**src/rtl/ahb_cfg_default_slave.sv**
```systemverilog
// AHB default slave: answers every transfer that decodes to no real slave.
// Programmable wait states, ERROR or OKAY response mode, a sticky fault
// address log and a saturating fault counter for the debug status block.
// Optional build macro AHB_DEFSLV_IRQ_EN adds a registered IRQ output
// raised while the log holds a capture or an overflow.
module ahb_cfg_default_slave #(
    parameter int          ADDR_WIDTH  = 32,
    parameter int          DATA_WIDTH  = 32,
    parameter int          WAIT_STATES = 0,
    parameter int          RESP_MODE   = 0,
    parameter logic [31:0] RDATA_VALUE = 32'hDEADBEEF,
    parameter int          CNT_WIDTH   = 8
) (
    input  logic                  HCLK,
    input  logic                  HRESETn,
    input  logic                  HSEL,
    input  logic [ADDR_WIDTH-1:0] HADDR,
    input  logic [1:0]            HTRANS,
    input  logic                  HWRITE,
    input  logic                  HREADY,
    output logic                  HREADYOUT,
    output logic [1:0]            HRESP,
    output logic [DATA_WIDTH-1:0] HRDATA,
    input  logic                  LOG_CLR,
    output logic                  LOG_VALID,
    output logic                  LOG_OVF,
    output logic [ADDR_WIDTH-1:0] LOG_ADDR,
    output logic                  LOG_WRITE,
`ifdef AHB_DEFSLV_IRQ_EN
    output logic                  IRQ,
`endif
    output logic [CNT_WIDTH-1:0]  ERR_COUNT
);

    typedef enum logic [2:0] {
        ST_IDLE,
        ST_WAIT,
        ST_ERR1,
        ST_ERR2,
        ST_OKRSP
    } state_t;

    // First response state once the wait phase (if any) is over
    localparam state_t RESP_STATE  = (RESP_MODE == 1) ? ST_OKRSP : ST_ERR1;
    localparam state_t START_STATE = (WAIT_STATES > 0) ? ST_WAIT : RESP_STATE;
    localparam logic [3:0] WCNT_LOAD = (WAIT_STATES > 0) ? 4'(WAIT_STATES - 1) : 4'd0;
    localparam logic [DATA_WIDTH-1:0] RDATA_EXT = DATA_WIDTH'(RDATA_VALUE);

    state_t                 r_state;
    state_t                 w_stateNext;
    logic [3:0]             r_wcnt;
    logic [3:0]             w_wcntNext;
    logic                   r_wasWrite;
    logic                   r_logValid;
    logic                   r_logOvf;
    logic [ADDR_WIDTH-1:0]  r_logAddr;
    logic                   r_logWrite;
    logic [CNT_WIDTH-1:0]   r_errCount;
    logic                   w_acc;
    logic                   w_canAccept;
    logic                   w_start;
    logic                   w_unusedTrans;

    // Only NONSEQ/SEQ matter; HTRANS[0] just separates IDLE from BUSY
    assign w_unusedTrans = HTRANS[0];
    assign w_acc         = HSEL & HREADY & HTRANS[1];
    assign w_canAccept   = (r_state == ST_IDLE) || (r_state == ST_ERR2) || (r_state == ST_OKRSP);
    assign w_start       = w_acc & w_canAccept;

    // Next-state and bus outputs, decoded purely from the current state
    always_comb begin
        w_stateNext = r_state;
        w_wcntNext  = r_wcnt;
        HREADYOUT   = 1'b1;
        HRESP       = 2'b00;
        HRDATA      = '0;
        case (r_state)
            ST_IDLE: begin
                w_stateNext = ST_IDLE;
            end
            ST_WAIT: begin
                HREADYOUT = 1'b0;
                if (r_wcnt == 4'd0) begin
                    w_stateNext = RESP_STATE;
                end else begin
                    w_wcntNext = r_wcnt - 4'd1;
                end
            end
            ST_ERR1: begin
                HREADYOUT   = 1'b0;
                HRESP       = 2'b01;
                w_stateNext = ST_ERR2;
            end
            ST_ERR2: begin
                HRESP       = 2'b01;
                w_stateNext = ST_IDLE;
            end
            ST_OKRSP: begin
                HRDATA      = r_wasWrite ? '0 : RDATA_EXT;
                w_stateNext = ST_IDLE;
            end
            default: begin
                w_stateNext = ST_IDLE;
            end
        endcase
        if (w_start) begin
            w_stateNext = START_STATE;
            w_wcntNext  = WCNT_LOAD;
        end
    end

    // Bus FSM registers; direction of the accepted transfer picks OKAY read data
    always_ff @(posedge HCLK) begin
        if (!HRESETn) begin
            r_state    <= ST_IDLE;
            r_wcnt     <= 4'd0;
            r_wasWrite <= 1'b0;
        end else begin
            r_state <= w_stateNext;
            r_wcnt  <= w_wcntNext;
            if (w_start) begin
                r_wasWrite <= HWRITE;
            end
        end
    end

    // Fault log and saturating counter; a capture in the clear cycle wins over the clear
    always_ff @(posedge HCLK) begin
        if (!HRESETn) begin
            r_logValid <= 1'b0;
            r_logOvf   <= 1'b0;
            r_logAddr  <= '0;
            r_logWrite <= 1'b0;
            r_errCount <= '0;
        end else if (w_acc) begin
            if (LOG_CLR || !r_logValid) begin
                r_logValid <= 1'b1;
                r_logAddr  <= HADDR;
                r_logWrite <= HWRITE;
                r_logOvf   <= 1'b0;
            end else begin
                r_logOvf <= 1'b1;
            end
            if (LOG_CLR) begin
                r_errCount <= CNT_WIDTH'(1);
            end else if (r_errCount != '1) begin
                r_errCount <= r_errCount + CNT_WIDTH'(1);
            end
        end else if (LOG_CLR) begin
            r_logValid <= 1'b0;
            r_logOvf   <= 1'b0;
            r_errCount <= '0;
        end
    end

    assign LOG_VALID = r_logValid;
    assign LOG_OVF   = r_logOvf;
    assign LOG_ADDR  = r_logAddr;
    assign LOG_WRITE = r_logWrite;
    assign ERR_COUNT = r_errCount;

`ifdef AHB_DEFSLV_IRQ_EN
    logic r_irq;

    // Interrupt follows the log state one cycle later
    always_ff @(posedge HCLK) begin
        if (!HRESETn) begin
            r_irq <= 1'b0;
        end else begin
            r_irq <= r_logValid | r_logOvf;
        end
    end

    assign IRQ = r_irq;
`endif

endmodule
```
**config.mk**
```make
export PLATFORM = sky130hd
export DESIGN_NAME = ahb_cfg_default_slave
export DESIGN_NICKNAME = d
export VERILOG_FILES = /design/src/rtl/ahb_cfg_default_slave.sv
export SDC_FILE = /design/constraint.sdc
export NUM_CORES = 1
export LEC_CHECK = 0
export BUFFER_PORTS_ARGS = -buffer_cell sky130_fd_sc_hd__buf_2
export CAP_MARGIN = 15
export CORE_AREA = 2 2 72 74
export DETAILED_ROUTE_END_ITERATION = 12
export DIE_AREA = 0 0 74 76
export PLACE_DENSITY = 0.93
export SKIP_LAST_GASP = 1
export SLEW_MARGIN = 20
export SYNTH_ARGS = -nofsm -noshare
export SYNTH_HDL_FRONTEND = slang
export SYNTH_SLANG_ARGS = --single-unit
```
**constraint.sdc**
```tcl
create_clock -name HCLK -period 2.9 [get_ports HCLK]
set_clock_uncertainty 0.05 [all_clocks]
set_input_delay 0.29 -clock HCLK [delete_from_list [all_inputs] [get_ports HCLK]]
set_output_delay 0.29 -clock HCLK [all_outputs]
set_load 0.02 [all_outputs]
```
==> results, run 1 <==
- The flow ran to the end, and the final reports show no timing, DRC or antenna violations.
- The via density per instance is 4.57.
- After synthesis, the largest family of logic cells by area is simple AND/OR/NAND/NOR gates.
- For this block, the routed nets add up to 4.52 mm of wire.
- In this run the critical register-to-register path is captured at LOG_ADDR[5]$_SDFFE_PN0P_.
- Synthesis handed over a netlist of 268 instances.
- Yosys mapped a number of flops with a built-in enable equal to 0.
- The critical path ends at HRESP[0].
- The number of placement rows is 26.
- In the final routed layout, each cell accounts on average for 10.8 um.
- The horizontal die dimension is 74 um.
- The period utilization is 0.595.
- Of the total power, the clock network draws 0.309.
- The analysis attributes to net switching a power of 0.000333 W.
- On the final layout, the worst hold slack is 177 ps.
- The share of the synthesized area in compound gates (AO/OA/AOI/OAI) is 0.178.
- The number of cells on the worst reg-to-reg path is 4.
- The share of layout cells above drive strength 1 is 0.285.
- The relative contribution of sequential cells to total power is 0.552.
- Timing analysis after detailed placement gives a worst setup slack of 944 ps.
- The biggest area contributor in the post-synthesis netlist is sky130_fd_sc_hd__dfxtp_1.
- The starting density of the core is 0.467.
- The portion of synthesized area spent on multiplexers is 0.0185.
- The number of gates resized after CTS was 0.
- For this run, the slowest stage of the critical path takes 400 ps.
- The number of failing setup endpoints in the final timing report is 0.
- The critical path is of the reg -> out type.
- Once placement completed, the tool counted placed cells totaling 410.
- The maximum number of pins on one net before global-route repair is 40.
- The die covers 5620 um2.
- The slew at the pin closest to its max-slew limit is 703 ps.
- The worst setup path is launched from a register.
- The most common cell in the synthesized netlist is sky130_fd_sc_hd__nand2_1.
- The switching portion of total power is 0.262.
- The final worst-path setup slack is 1170 ps.
- For this block, the via count after detailed routing is 1,904.
- The number of top-level design ports is 118.
- STA classifies the critical path endpoint as a primary output.
- Of all nets on the critical path, the largest fanout is 4.
- The power share of the combinational group is 0.139.
- In this run the critical register-to-register path is launched from LOG_VALID$_SDFFE_PN0P_.
- The total chip power is 0.00127 W.
- CTS built an H-tree with a depth of 2.
- The final critical delay including setup and external delays is 1730 ps.
- The share of the Yosys chip area taken by registers is 0.427.
- Synthesis inferred 49 register bits.
- The portion of synthesized cell area occupied by the leading cell type is 0.427.
- The first global-routing pass estimated 7.33 mm of wire.
- The logic depth of the worst path, buffers included is 4.
- The die height is 76 um.
- Once the clock tree was built, the setup fixing pass inserted 0 buffers.
- After routing, the total negative slack on setup checks comes to 0 ps.
- The flop-to-flop setup slack is 1230 ps.
- The TritonCTS sink count is 49.
- The largest individual stage delay along the critical path comes from the cell sky130_fd_sc_hd__dfxtp_1.
- The relative max-transition margin is 0.532.
- The initial antenna violation count is 0.
- STA puts the critical path data required time at 2560 ps.
- Traced cell by cell, the critical path runs through inv_1 > ha_1 > or2_2 > buf_2.
- Of the total synthesized cell area, the portion taken by XOR and XNOR cells is 0.0114.
- The first-iteration detailed-routing DRC count is 44.
- For this run, global-route usage on met2 was measured as 0.303.
- The number of pins exceeding their max-slew limit in the final report is 0.
- For this run, the total global-route usage over all layers was measured as 0.163.
- Based on the critical path, the design can be clocked at up to 580 MHz.
- After clock tree synthesis, the clock-pin slew on the worst setup and hold paths is 80 ps.
- The number of nets with antenna violations after detailed routing is 0.
- The commonest cells after synthesis are 75 x sky130_fd_sc_hd__nand2_1, 49 x sky130_fd_sc_hd__dfxtp_1, 36 x sky130_fd_sc_hd__buf_4, 25 x sky130_fd_sc_hd__a21boi_0, 11 x sky130_fd_sc_hd__a21boi_1.
- The net count of the finished layout is 392.
- The synthesized-area fraction occupied by adder cells is 0.0272.
- For this run, global-route usage on met1 was measured as 0.178.
- The HPWL after detailed placement is 3.38 mm.
- Across the run, the number of max-cap violations was 0.
- The data arrival at the endpoint of the critical path is 1390 ps.
- The relative area change from synthesis to final layout is 17.5%.
- The critical path starts at r_state[0]$_SDFFE_PP0N_.
- Setup repair after global routing left no endpoint under its margin.
- The library cell used as clock root buffer is sky130_fd_sc_hd__clkbuf_8.
- The power density over the cells is 471 nW/um2.
- Yosys attributes the largest share of cell area to sky130_fd_sc_hd__dfxtp_1 43%, sky130_fd_sc_hd__nand2_1 12%, sky130_fd_sc_hd__buf_4 12%.
- The global-route track usage on met3 is 0.0410.
- After the flow finishes, the layout carries non-filler instances totaling 417.
- The path class of the tightest hold or removal check is in -> reg.
- The cell internal power dissipation is 0.000939 W.
- The final-report hold violation count came to 0.
- The clock passes through at most 2 buffers.
- The count of buffer and inverter cells on the critical path is 2.
- At the end of routability-driven placement, the weighted congestion stood at 0.808.
- The count of inserted antenna diode cells is 0.
- The mapped cell area is 2300 um2.
- The total grt overflow is 0.
- Of the total synthesized cell area, the portion taken by AND, OR, NAND and NOR gates is 0.184.
- The worst-case IR drop observed on VDD is 0.000288 V.
- In this run the tool buffered the top-level ports with 83 buffer cells.
- The number of global-route vias before repair was 1,694.
- Yosys printed 0 warnings.
- The async set-reset flop share out of synthesis is 0.
- Averaged over all synthesized cells, the footprint is 8.57 um2.
- In this run the static leakage power is 1.25 nW.
- The later-pin clock latency in the skew report is 280 ps.
- The number of buffers added by the clock tree synthesis step is 5.
- The count of distinct cell types in the synthesized netlist is 36.
- The post-cts hold buffer count is 0.
- The core area is 4910 um2.
- The most frequently used flop master after synthesis is sky130_fd_sc_hd__dfxtp_1.
- The pre-antenna-repair detailed-routing pass consisted of 4 iterations.
- The most used routing layer is met2.
- For this run, design rule violations remaining after detail routing come to 0.
- TritonCTS built the clock tree.
- Grouping stages by cell kind, the critical path spends the most delay in flip-flops.
-- area by class of cell --
| cell class | instances | area (um2) |
|---|---|---|
| sequential | 49 | 981 |
| timing repair buffer | 85 | 430 |
| tap | 70 | 87.6 |
| multi-input combinational | 199 | 1090 |
| clock buffer | 7 | 86.3 |
| fill | 460 | 2210 |
| inverter | 7 | 26.3 |
-- worst reg2reg max path, stage by stage, from the launching register on --
cell and delay [ps]:
sky130_fd_sc_hd__dfxtp_1 350, sky130_fd_sc_hd__a21oi_2 580, sky130_fd_sc_hd__buf_4 350, sky130_fd_sc_hd__nand2_1 80, sky130_fd_sc_hd__a21boi_0 190
-- registers in the layout, summed over array words and instances, names as in the netlist --
| register | cells |
|---|---|
| r_state | 2 |
| LOG_WRITE | 1 |
| r_wcnt | 4 |
| LOG_OVF | 1 |
| ERR_COUNT | 8 |
| LOG_ADDR | 32 |
| LOG_VALID | 1 |
-- cells by family after synthesis --
group | after synthesis
flops | 49
mux | 4
other cells | 1
fa+ha+maj | 5
buf+inv | 52
compound gates | 54
xor+xnor | 3
simple gates | 100
-- power by group through the flow --
stage / clock network (W) / logic (W) / registers, W
final: 0.000393 / 0.000177 / 0.000701
after global routing: 0.000432 / 0.000196 / 0.000704
after CTS: 0.000413 / 0.000177 / 0.000702
after detailed placement: 0 / 0.000177 / 0.000718
after global placement: 0 / 0.000174 / 0.000717
after floorplan: 0 / 0.000136 / 0.000737
-- routing by layer --
layer	part of all wire	routed length, um	vias up
met5	0	0	-
met1	0.41	1880	867
met2	0.52	2370	57
met4	0.011	51	0
li1	-	-	973
met3	0.049	222	7
-- through the flow --
step | area [um2] | util
CTS | 2700 | 0.549
global route | 2700 | 0.549
detailed placement | 2610 | 0.532
floorplan | 2420 | -
finish | 2700 | 0.549
global placement | 2610 | 0.532
-- placed cells by master, fill, tap and decap left out --
master and instances:
sky130_fd_sc_hd__nand4_1 2, sky130_fd_sc_hd__nor3b_1 2, sky130_fd_sc_hd__xnor2_1 2, sky130_fd_sc_hd__a21oi_2 2
sky130_fd_sc_hd__a21oi_1 4, sky130_fd_sc_hd__and3_4 1, sky130_fd_sc_hd__or2_2 1, sky130_fd_sc_hd__buf_2 83
sky130_fd_sc_hd__nor3_1 5, sky130_fd_sc_hd__nor2_1 8, sky130_fd_sc_hd__mux2i_1 2, sky130_fd_sc_hd__nand2_1 75
sky130_fd_sc_hd__o21ai_0 1, sky130_fd_sc_hd__a211oi_1 3, sky130_fd_sc_hd__a21boi_1 11, sky130_fd_sc_hd__xor2_1 1
sky130_fd_sc_hd__a21boi_0 25, sky130_fd_sc_hd__dfxtp_1 49, sky130_fd_sc_hd__clkbuf_1 1, sky130_fd_sc_hd__nand3_1 2
sky130_fd_sc_hd__a41oi_1 1, sky130_fd_sc_hd__and3_1 1, sky130_fd_sc_hd__o311ai_0 1, sky130_fd_sc_hd__nand2b_1 1
sky130_fd_sc_hd__a31o_2 1, sky130_fd_sc_hd__o21ai_1 1, sky130_fd_sc_hd__inv_1 7, sky130_fd_sc_hd__mux2_2 2
sky130_fd_sc_hd__a311oi_1 1, sky130_fd_sc_hd__ha_1 5, sky130_fd_sc_hd__o31ai_4 1, sky130_fd_sc_hd__and4_1 2
sky130_fd_sc_hd__a31oi_1 2, sky130_fd_sc_hd__clkbuf_8 6, sky130_fd_sc_hd__buf_4 2, sky130_fd_sc_hd__conb_1 33
-- how the worst min path moves through the flow --
stage                                         start                        end  slack (ps)  depth (start not counted)
after global placement    LOG_ADDR[23]$_SDFFE_PN0P_  LOG_ADDR[23]$_SDFFE_PN0P_         390                          2
final                                      HADDR[8]   LOG_ADDR[8]$_SDFFE_PN0P_         180                          3
after global routing                      HADDR[24]  LOG_ADDR[24]$_SDFFE_PN0P_         180                          3
after floorplan                           HADDR[20]  LOG_ADDR[20]$_SDFFE_PN0P_         370                          2
after detailed placement   LOG_ADDR[9]$_SDFFE_PN0P_   LOG_ADDR[9]$_SDFFE_PN0P_         390                          2
after CTS                                  HADDR[8]   LOG_ADDR[8]$_SDFFE_PN0P_         160                          3
(Power assumes the default switching activity.)
==> inputs of run 2 (changes only) <==
--- a/config.mk
+++ b/config.mk
@@ -7,10 +7,10 @@
 export LEC_CHECK = 0
 export BUFFER_PORTS_ARGS = -buffer_cell sky130_fd_sc_hd__buf_2
 export CAP_MARGIN = 15
-export CORE_AREA = 2 2 72 74
+export CORE_AREA = 2 2 78 80
 export DETAILED_ROUTE_END_ITERATION = 12
-export DIE_AREA = 0 0 74 76
-export PLACE_DENSITY = 0.93
+export DIE_AREA = 0 0 80 82
+export PLACE_DENSITY = 0.85
 export SKIP_LAST_GASP = 1
 export SLEW_MARGIN = 20
 export SYNTH_ARGS = -nofsm -noshare
==> constraint.sdc (replaced) <==
create_clock -name HCLK -period 1.4 [get_ports HCLK]
set_clock_uncertainty 0.05 [all_clocks]
set_input_delay 0.14 -clock HCLK [delete_from_list [all_inputs] [get_ports HCLK]]
set_output_delay 0.14 -clock HCLK [all_outputs]
set_load 0.02 [all_outputs]
==> run 2 against run 1 <==
  * Critical path depth increased by 2
  * Total power rose by 110%
  * Worst hold slack worse by 150 ps
  * Global-route usage is 1.6 points lower
  * Via count increased by 4.7%
  * Largest power group unchanged
==> results, run 2 (same netlist as run 1, synthesis figures left out) <==
- The number of placement rows is 28.
- The smallest hold slack is 30.9 ps.
- The area occupied by multi-input gates is 1130 um2.
- Counting the buffers created by CTS gives 5.
- The flow ran to the end, and the final reports show no timing, DRC or antenna violations.
- The register with the most flip-flops in the layout has 32 of them.
- The peak clock frequency supported by timing is 719 MHz.
- The layout net count is 405.
- Before antenna repair, the detailed router went through 4 iterations.
- Of the total power, the share spent switching nets is 0.266.
- In this run the horizontal extent of the chip is 80 um.
- The capturing instance or port of the critical path is r_wcnt[1]$_SDFFE_PP0P_.
- CTS saw 49 sinks.
- TritonCTS built the clock tree.
- Of the total power, registers draw 0.550.
- The final-report hold violation count came to 0.
- The final critical delay including setup and external delays is 1390 ps.
- Internal power comes to 0.00195 W.
- After detailed routing, the number of remaining DRC violations is 0.
- The first-iteration detailed-routing DRC count is 56.
- In this run the remaining antenna-violating nets after routing total 0.
- The die height is 82 um.
- Counting both buffers and inverters, the worst setup path holds a total of 2.
- The startpoint of the worst setup timing path is r_wcnt[1]$_SDFFE_PP0P_.
- The total global routing track utilization is 0.147.
- The H-tree was split into 2 levels.
- Measured in cells, the most critical reg-to-reg path has a length of 6.
- By startpoint and endpoint, the worst setup path is classified as reg -> reg.
- The signal on the critical path passes through inv_2 > ha_4 > inv_2 > o31ai_4 > mux2_2 > nor2_1.
- No sink is reached through more buffers than the 2 on the longest clock path.
- The slowest stage of the critical path is the sky130_fd_sc_hd__mux2_2 cell.
- The type of element launching the critical path is a register.
- The worst setup path is captured at a register.
- The core area is 5750 um2.
- The number of maximum-capacitance constraint violations is 0.
- The detailed router placed 1,993 vias in this run.
- The data arrival at the endpoint of the critical path is 1560 ps.
- The required time reported for the critical path endpoint is 1570 ps.
- In the layout the commonest cells are 82 x sky130_fd_sc_hd__buf_2, 75 x sky130_fd_sc_hd__nand2_1, 44 x sky130_fd_sc_hd__dfxtp_1, 33 x sky130_fd_sc_hd__conb_1, 24 x sky130_fd_sc_hd__a21boi_0.
- The number of global-route vias before repair is 1,800.
- For this run, the slowest stage of the critical path takes 370 ps.
- The detailed-route wire length per cell is 11.0 um.
- Registers take 987 um2.
- Of the total power, the clock network draws 0.295.
- The initial antenna violation count is 0.
- The dominant cell type by count on the critical path is sky130_fd_sc_hd__inv_2.
- The wire length of the first global-routing pass is 7.67 mm.
- The period utilization is 0.993.
- The number of top-level design ports is 118.
- The critical path runs through a total of 6 cells.
- The layout has 566 filler cells.
- Summed over all nets, the switching power comes to 0.000704 W.
- The sum of routed wire length over all layers is 4.80 mm.
- The via density per instance is 4.57.
- The overall die area is 6560 um2.
- Entering global routing, the biggest net connects 24 pins.
- The library cell used as clock root buffer is sky130_fd_sc_hd__clkbuf_8.
- During placement, the flow inserted port buffers numbering 83.
- Hold repair after CTS inserted 0 buffers.
- The worst hold-check path type is in -> reg.
- The startpoint identified for the worst register-to-register timing path is r_wcnt[1]$_SDFFE_PP0P_.
- The final weighted congestion in routability-driven placement is 0.799.
- The flop-to-flop setup slack is 10 ps.
- The wire-length estimate of the detail-placed layout is 3.71 mm.
- Across the VDD grid, the largest voltage drop is 0.000434 V.
- Summed over all cells, the static leakage comes to 1.32 nW.
- The share of total power dissipated in combinational logic is 0.155.
- The later-pin clock latency in the skew report is 290 ps.
- Setup repair after global routing could not meet its margin everywhere.
- The family with the most delay on the worst path is multiplexers.
- The number of pins exceeding their max-slew limit in the final report is 0.
- In this run the power density over the cells is 922 nW/um2.
- The starting density of the core is 0.400.
- The clock transition at the registers of the reported paths is 80 ps.
- Setup violations remaining at the end of the flow were counted as 0.
- Of all nets on the critical path, the largest fanout is 4.
- The total grt overflow is 0.
- The relative area change from synthesis to final layout is 25.2%.
- Of the cells placed in the final design, the portion with a size suffix greater than 1 is 0.349.
- The count of inserted antenna diode cells is 0.
- Power comes to 0.00265 W.
- The commonest non-fill, non-tap cell in the layout is sky130_fd_sc_hd__buf_2.
- The critical register-to-register path endpoint is r_wcnt[1]$_SDFFE_PP0P_.
## run 2: changes by cell type in the layout (fill, tap and decap cells not counted), moves of 2 or more
cell,before,now
sky130_fd_sc_hd__ha_2,0,2
sky130_fd_sc_hd__buf_12,0,2
sky130_fd_sc_hd__inv_2,0,4
sky130_fd_sc_hd__ha_1,5,1
sky130_fd_sc_hd__dfxtp_1,49,44
sky130_fd_sc_hd__ha_4,0,2
sky130_fd_sc_hd__clkbuf_1,1,3
sky130_fd_sc_hd__dfxtp_2,0,5
sky130_fd_sc_hd__inv_1,7,3
sky130_fd_sc_hd__buf_4,2,13
## run 2: final cells by class
cell class,count,share of cell area
inverters,7,0.00914
multi-input cells,199,0.393
clock buffers,8,0.0279
flip-flops and latches,49,0.343
well taps,75,0.0326
repair buffers,98,0.195
## run 2: power by group through the flow
| stage | logic [W] | registers (W) | clock network (W) |
|---|---|---|---|
| floorplan | 0.000287 | 0.00153 | 0 |
| global placement | 0.000382 | 0.00149 | 0 |
| finish | 0.000411 | 0.00146 | 0.000781 |
| CTS | 0.000414 | 0.00146 | 0.000824 |
| global route | 0.000454 | 0.00146 | 0.000881 |
| detailed placement | 0.000390 | 0.00149 | 0 |
## run 2: repair_timing
item,in CTS,in global routing
gates resized for setup,8,4
setup endpoints to repair,5,8
setup buffers,3,0
pin swaps,2,2
## run 2: metal layers
layer,vias to the layer above,wire length (um),part of all wire,track usage
met5,-,0,0,0
met4,0,75,0.016,0.0559
met3,8,264,0.055,0.0352
met2,55,2510,0.52,0.276
met1,925,1950,0.41,0.160
li1,1005,-,-,-
## run 2: worst min path at each step
stage                   start                         to  slack (ps)  cells after the start
floorplan           HADDR[20]  LOG_ADDR[20]$_SDFFE_PN0P_         220                      2
finish               HADDR[8]   LOG_ADDR[8]$_SDFFE_PN0P_          30                      3
detailed placement   HADDR[8]   LOG_ADDR[8]$_SDFFE_PN0P_         340                      3
CTS                  HADDR[8]   LOG_ADDR[8]$_SDFFE_PN0P_          20                      3
global route        HADDR[22]  LOG_ADDR[22]$_SDFFE_PN0P_          10                      3
global placement     HADDR[9]   LOG_ADDR[9]$_SDFFE_PN0P_         330                      3
## run 2: per-stage QoR
stage / worst slack, ps / cells / util / instance area (um2) / TNS (ps)
after global placement: 8.21 / 425 / 0.477 / 2740 / 0
after global routing: -106 / 436 / 0.500 / 2880 / -312
after CTS: -7.63 / 436 / 0.499 / 2870 / -7.63
after floorplan: 9.34 / 300 / - / 2440 / 0
after detailed placement: -36.5 / 425 / 0.477 / 2740 / -64.3
final: 9.75 / 436 / 0.500 / 2880 / 0
## run 2: worst reg2reg max path, stage by stage, from the launching register on
cell and delay, ps:
sky130_fd_sc_hd__dfxtp_2 330, sky130_fd_sc_hd__inv_2 70, sky130_fd_sc_hd__ha_4 130, sky130_fd_sc_hd__inv_2 40
sky130_fd_sc_hd__o31ai_4 260, sky130_fd_sc_hd__mux2_2 370, sky130_fd_sc_hd__nor2_1 80
